## src/rtl/edge_to_level.sv

```systemverilog
// rtl/edge_to_level.sv - rise/fall request pulses to a glitch-free level with min high/low hold
// Holds each level for a programmable minimum time and queues one early opposite request.
module edge_to_level #(
  parameter int MIN_HIGH   = 4,
  parameter int MIN_LOW    = 4,
  parameter bit INIT_LEVEL = 1'b0
) (
  input  logic clk,
  input  logic reset,
  input  logic rise_i,
  input  logic fall_i,
  output logic level_o,
  output logic busy_o,
  output logic pending_o,
  output logic drop_o
);

  typedef enum logic [1:0] {
    LOW_IDLE  = 2'd0,
    LOW_HOLD  = 2'd1,
    HIGH_IDLE = 2'd2,
    HIGH_HOLD = 2'd3
  } state_t;

  localparam logic [7:0] HIGH_LOAD   = 8'(MIN_HIGH - 1);
  localparam logic [7:0] LOW_LOAD    = 8'(MIN_LOW - 1);
  localparam state_t     RESET_STATE = INIT_LEVEL ? HIGH_IDLE : LOW_IDLE;

  state_t      state_q, state_d;
  logic [7:0]  cnt_q, cnt_d;
  logic        level_q, level_d;
  logic        busy_q, busy_d;
  logic        pending_q, pending_d;
  logic        drop_q, drop_d;

  logic        level_now;
  logic        in_hold;
  logic        conflict;
  logic        opp_req;
  logic        same_req;
  logic        do_toggle;

  always_comb begin
    state_d   = state_q;
    cnt_d     = cnt_q;
    pending_d = pending_q;
    drop_d    = 1'b0;
    do_toggle = 1'b0;

    level_now = (state_q == HIGH_IDLE) || (state_q == HIGH_HOLD);
    in_hold   = (state_q == LOW_HOLD) || (state_q == HIGH_HOLD);
    conflict  = rise_i & fall_i;
    opp_req   = ~conflict & (level_now ? fall_i : rise_i);
    same_req  = ~conflict & (level_now ? rise_i : fall_i);

    // Classify this cycle's request first, so a request landing on the
    // final hold cycle is folded into the exit decision below.
    if (conflict) begin
      drop_d = 1'b1;
    end else if (in_hold) begin
      if (opp_req) begin
        if (pending_q) drop_d = 1'b1;
        else           pending_d = 1'b1;
      end else if (same_req) begin
        if (pending_q) pending_d = 1'b0;
        else           drop_d = 1'b1;
      end
    end else begin
      if (opp_req)       do_toggle = 1'b1;
      else if (same_req) drop_d = 1'b1;
    end

    if (in_hold) begin
      if (cnt_q == 8'd0) begin
        if (pending_d) do_toggle = 1'b1;
        else           state_d = level_now ? HIGH_IDLE : LOW_IDLE;
      end else begin
        cnt_d = cnt_q - 8'd1;
      end
    end

    if (do_toggle) begin
      pending_d = 1'b0;
      state_d   = level_now ? LOW_HOLD : HIGH_HOLD;
      cnt_d     = level_now ? LOW_LOAD : HIGH_LOAD;
    end

    level_d = (state_d == HIGH_IDLE) || (state_d == HIGH_HOLD);
    busy_d  = (state_d == LOW_HOLD) || (state_d == HIGH_HOLD);
  end

  always_ff @(posedge clk or negedge reset) begin
    if (!reset) begin
      state_q   <= RESET_STATE;
      cnt_q     <= 8'd0;
      level_q   <= INIT_LEVEL;
      busy_q    <= 1'b0;
      pending_q <= 1'b0;
      drop_q    <= 1'b0;
    end else begin
      state_q   <= state_d;
      cnt_q     <= cnt_d;
      level_q   <= level_d;
      busy_q    <= busy_d;
      pending_q <= pending_d;
      drop_q    <= drop_d;
    end
  end

  assign level_o   = level_q;
  assign busy_o    = busy_q;
  assign pending_o = pending_q;
  assign drop_o    = drop_q;

endmodule

```

## config.mk

```make
export PLATFORM = sky130hd
export DESIGN_NAME = edge_to_level
export DESIGN_NICKNAME = d
export VERILOG_FILES = /design/src/rtl/edge_to_level.sv
export SDC_FILE = /design/constraint.sdc
export NUM_CORES = 1
export LEC_CHECK = 0
export BUFFER_PORTS_ARGS = -buffer_cell sky130_fd_sc_hd__buf_2
export CORE_UTILIZATION = 35
export DETAILED_ROUTE_END_ITERATION = 10
export HOLD_SLACK_MARGIN = 0.12
export RECOVER_POWER = 25
export SLEW_MARGIN = 30
export SYNTH_ARGS = -nofsm -noshare
export SYNTH_HDL_FRONTEND = slang
export SYNTH_SLANG_ARGS = --single-unit
```

## constraint.sdc

```tcl
create_clock -name clk -period 2.8 [get_ports clk]
set_input_delay 0.28 -clock clk [delete_from_list [all_inputs] [get_ports clk]]
set_output_delay 0.28 -clock clk [all_outputs]
set_load 0.02 [all_outputs]
```

; ---- After elaboration in Yosys (flattened, before gate mapping)
; Cells that the tools add are included.
[word_totals]
reg_bits = 14
input_bits = 4
out_inout_bits = 4
elab_cells = 55
[op_classes]
n_addsub = 1
n_eq_ne = 7
n_mux = 30
bitwise_logic = 4
reduce_logical = 7
[ops]
columns = op, count
row1 = two-way mux 8 bit, 3
row2 = two-way mux 1 bit, 21
row3 = two-way mux 2 bit, 6
row4 = "== test 2 bit, second input constant", 4
row5 = logical NOT 8 bit, 1
row6 = "subtractor 8 x 1 -> 8 bit, second input constant", 1
row7 = "== test 2 x 1 -> 1 bit, second input constant", 2
row8 = logical OR 1 bit, 4
row9 = bitwise AND 1 bit, 3
row10 = "inequality test 2 bit, second input constant", 1
row11 = AND reduction 2 bit, 1
row12 = nonzero test 2 bit, 1
row13 = inverter 1 bit, 1

; ---- Longest topological paths before layout
[depth]
word_depth = 14
depth_mapped = 7
depth_no_buf = 7

; ---- Worst setup path before layout
; Ideal clock, no wire load.
[synth_path]
path_kind = reg2reg
start = reg cnt_q[3]
end = reg cnt_q[7]
setup_ps = 73
arrival_time_ps = 1630
required_time_ps = 2727
path_slack_ps = 1097
path_stages_with_launch = 5
n_path_buf = 0
period_less_slack_ps = 1703
path_cell_list = dfrtp_1 > or4_4 > or2_0 > or3_1 > a21oi_2
[synth_between]
elab_chain_cells = 5
elab_cells_between_ends = 10
cone_classes = add/sub (1) / eq/ne (1) / mux (5) / reduce/logical (3)
[synth_rtl]
columns = item, line
row1 = from (decl), 30  ; logic [7:0] cnt_q, cnt_d;
row2 = from (signal assigned), 102  ; cnt_q <= cnt_d;
row3 = "parallel branches: the longest is 5 deep, another holds subtractor 8 x 1 -> 8 bit", --
; Several ways; the timed one is not identified. The select of a mux whose other input is x is not followed.
; A chain may end at the register's enable or synchronous reset.

; ---- Final worst setup path
[layout_path]
start = reg state_q[1]
end = reg cnt_q[1]
[layout_between]
elab_chain_cells = 13
elab_cells_between_ends = 23
cone_classes = eq/ne (4) / mux (13) / bitwise (2) / reduce/logical (4)
[layout_rtl]
columns = item, line
row1 = from (decl), 29  ; state_t state_q, state_d;
row2 = from (signal assigned), 101  ; state_q <= state_d;
row3 = "== test 2 bit, on equally long branches", "50, 51"
row4 = logical OR 1 bit, 50  ; level_now = (state_q == HIGH_IDLE) || (state_q == HIGH_HOLD);
row5 = two-way mux 1 bit, 54  ; same_req = ~conflict & (level_now ? rise_i : fall_i);
row6 = bitwise AND 1 bit, 54
row7 = two-way mux 1 bit, 64  ; end else if (same_req) begin
row8 = two-way mux 1 bit, 61  ; if (opp_req) begin
row9 = two-way mux 1 bit, 60  ; end else if (in_hold) begin
row10 = two-way mux 1 bit, 58  ; if (conflict) begin
row11 = two-way mux 1 bit, 75  ; if (pending_d) do_toggle = 1'b1;
row12 = two-way mux 1 bit, 74  ; if (cnt_q == 8'd0) begin
row13 = two-way mux 1 bit, 73  ; if (in_hold) begin
row14 = inequality test 2 bit (no line) or nonzero test 2 bit (tied branches), --
row15 = AND reduction 2 bit (no line), --
; Parallel ways exist; a longest one is shown, timed or not.

==> reports/results.ini <==
[drt]
wl_met2_um=692
routed_wl_um=1552
antenna_left=0
routed.top_layer=met4
first_pass_iters=4
routed_via_density=5.415
drc=0
vias=639
avgRoutedWirePerCell_um=13.15
wl_met3_um=75
drt_iter0_markers=25
wirelength_met1_um=734

[yosys]
ys_seq_area_frac=0.4194
synth.top_cell.area_share=0.4194
synth.net_count=86
yosys.area.top_type=dfrtp_1
yosysUniqueCellTypes=34
netlist_area_um2=775.7
netlist_top_cells_area=dfrtp_1, o21ai_0, o31ai_1
ys_warn_count=0
synthCells=81
syn_avg_cell_area_um2=9.577
synth_seq_cells=13

[cells_and_area]
drive_above_1_share=0.1868
final_util=0.4307
final_common_cell=dfrtp_1
mostFrequentLayoutCells=dfrtp_1, o21ai_0, buf_2, inv_1
area_growth_pct=12.26
fin_area_um2=870.8
diodes=0
fin_nets=97
layout.cells.non_filler=118

[clocking]
cts_tree=built
cts.htree.levels=1
worstSkewPairLatency_ns=0.29
postCtsSetupBuffers=0
cts-root-buf=clkbuf_4
clock_sinks=13
clock_path_buffers=2
numCtsBuffers=3
path_clk_slew_ns=0.08

[critical_path]
slowest_delay_ns=0.52
crit_fanout=11
worstPathRequired_ns=2.98
endpoint_kind=flop
crit_chain=and3b_1 > or2_2 > a21oi_1 > nand2_1 > a2bb2oi_1
cp_top_family=simple AND/OR/NAND/NOR gates
cp.arrival_ns=2.13
crit_slowest_cell=dfrtp_1
critPathKind=reg2reg
rrSetupSlack_ns=0.85
path_buf_inv=0
crit_path_start_kind=flop

[timing]
setup_viol=0
min_period_over_period=0.6964
grt_setup_unrepaired=no
slew_violations=0
slew_headroom=0.5215
final.min_clock_period_ns=1.950
tightestPinTransition_ns=0.7177
max_freq_mhz=512.8
finClkSkew_ns=0.002195
setup_tns_ns=0
finalHoldViolations=0

[global_route]
grt.overflow.total=0
grt_pass1_vias=593
grt_usage=0.1502
antenna_found_initial=0
grt_pass1_wl_um=2635
grt_max_degree=14

[floorplan]
chipWidth_um=49.08
ioPinCount=8
start_util=0.3837
row_count=16
core_area_mm2=0.002022
die_y_um=49.08
dieArea_mm2=0.002409

[power_and_ir_drop]
ir_worst_vdd_uv=326.9
power_density_mw_per_mm2=1052
leakagePower_nw=0.3654

[place]
hpwl_um=1093
placed_cells=113
place.port_buffers=7
place_area_um2=835.8
place_congestion=0.8032

[status]
status=finished, final reports clean

[flow_run]
maxCapViolCount=0

[hold_path]
hold_class=in2reg

[per-stage QoR]
stage / total power [mW] / hold slack (ns) / worst slack, ns
floorplan: 0.6927 / -0.01559 / 1.097
global placement: 0.7950 / 0.1831 / 0.8452
detailed placement: 0.7893 / 0.1883 / 0.8793
CTS: 0.9178 / 0.2835 / 0.8581
global route: 0.9926 / 0.3004 / 0.6979
finish: 0.9158 / 0.2884 / 0.8501
[cells in the mapped netlist]
cell type,count
or3_1,2
a211o_1,2
o211ai_1,2
nor3_1,2
a2bb2oi_1,1
buf_2,1
nor2_4,1
ha_1,1
and3b_1,1
o31ai_4,1
xor2_1,2
and2_1,3
nor2_1,4
or4_4,1
nor3b_1,3
o31ai_1,4
a31oi_1,2
o21ai_0,7
or3_2,1
inv_1,5
nand2b_1,3
a221oi_1,1
mux2_2,1
clkbuf_1,1
nor4_1,1
inv_2,1
nand2_1,3
a21oi_2,1
or2_0,1
nor2b_1,2
dfrtp_1,13
or2_2,1
xnor2_1,3
a21oi_1,3
[path summary, 6_finish.rpt]
check | endpoint | from | cells after the start
worst max-delay path | cnt_q[1]$_DFFE_PN0P_ | state_q[1]$_DFF_PN0_ | 5
worst min-delay path | drop_o$_DFF_PN0_ | fall_i | 2
worst max register to register | cnt_q[1]$_DFFE_PN0P_ | state_q[1]$_DFF_PN0_ | 5
worst min register to register | cnt_q[0]$_DFFE_PN0P_ | cnt_q[0]$_DFFE_PN0P_ | 1
max in group asynchronous | cnt_q[5]$_DFFE_PN0P_ | reset | 2
min in group asynchronous | state_q[1]$_DFF_PN0_ | reset | 2
[flip-flops by register name, indices dropped and copies added, names as in the netlist]
register / count
cnt_q: 8
pending_o: 1
state_q: 2
drop_o: 1
level_o: 1
[area by class of cell]
class	instances	area, µm²
clock buffers	4	26.28
fillers	207	1151
inverters	6	22.52
multi-input cells	60	419.2
flip-flops and latches	13	325.3
well taps	27	33.78
repair buffers	8	43.79
[layer usage]
layer / up-vias / GRT usage
met5: - / 0
met4: 0 / 0.1275
met1: 310 / 0.1852
li1: 308 / -
met2: 16 / 0.2146
met3: 5 / 0.04050
[power breakdown]
group          switching, mW  internal (mW)  leakage (nW)
clock network         0.0688         0.0555        0.0150
logic                  0.214          0.188         0.197
registers              0.111          0.278         0.154
total                  0.394          0.522         0.365
[cells by family after synthesis]
| logic type | share of synthesized area |
|---|---|
| flip-flops | 0.4194 |
| XOR/XNOR | 0.05646 |
| buffers and inverters | 0.04031 |
| multiplexers | 0.01452 |
| AND/OR/NAND/NOR | 0.2307 |
| adder cells (fa/ha/maj) | 0.01613 |
| AO/OA/AOI/OAI | 0.2226 |
[repair_timing]
item | CTS | global route
hold buffers | 1 | 0
hold endpoints to repair | 13 | 0
resized for setup | 0 | 0
No activity file was read; power rests on OpenSTA's default activity.
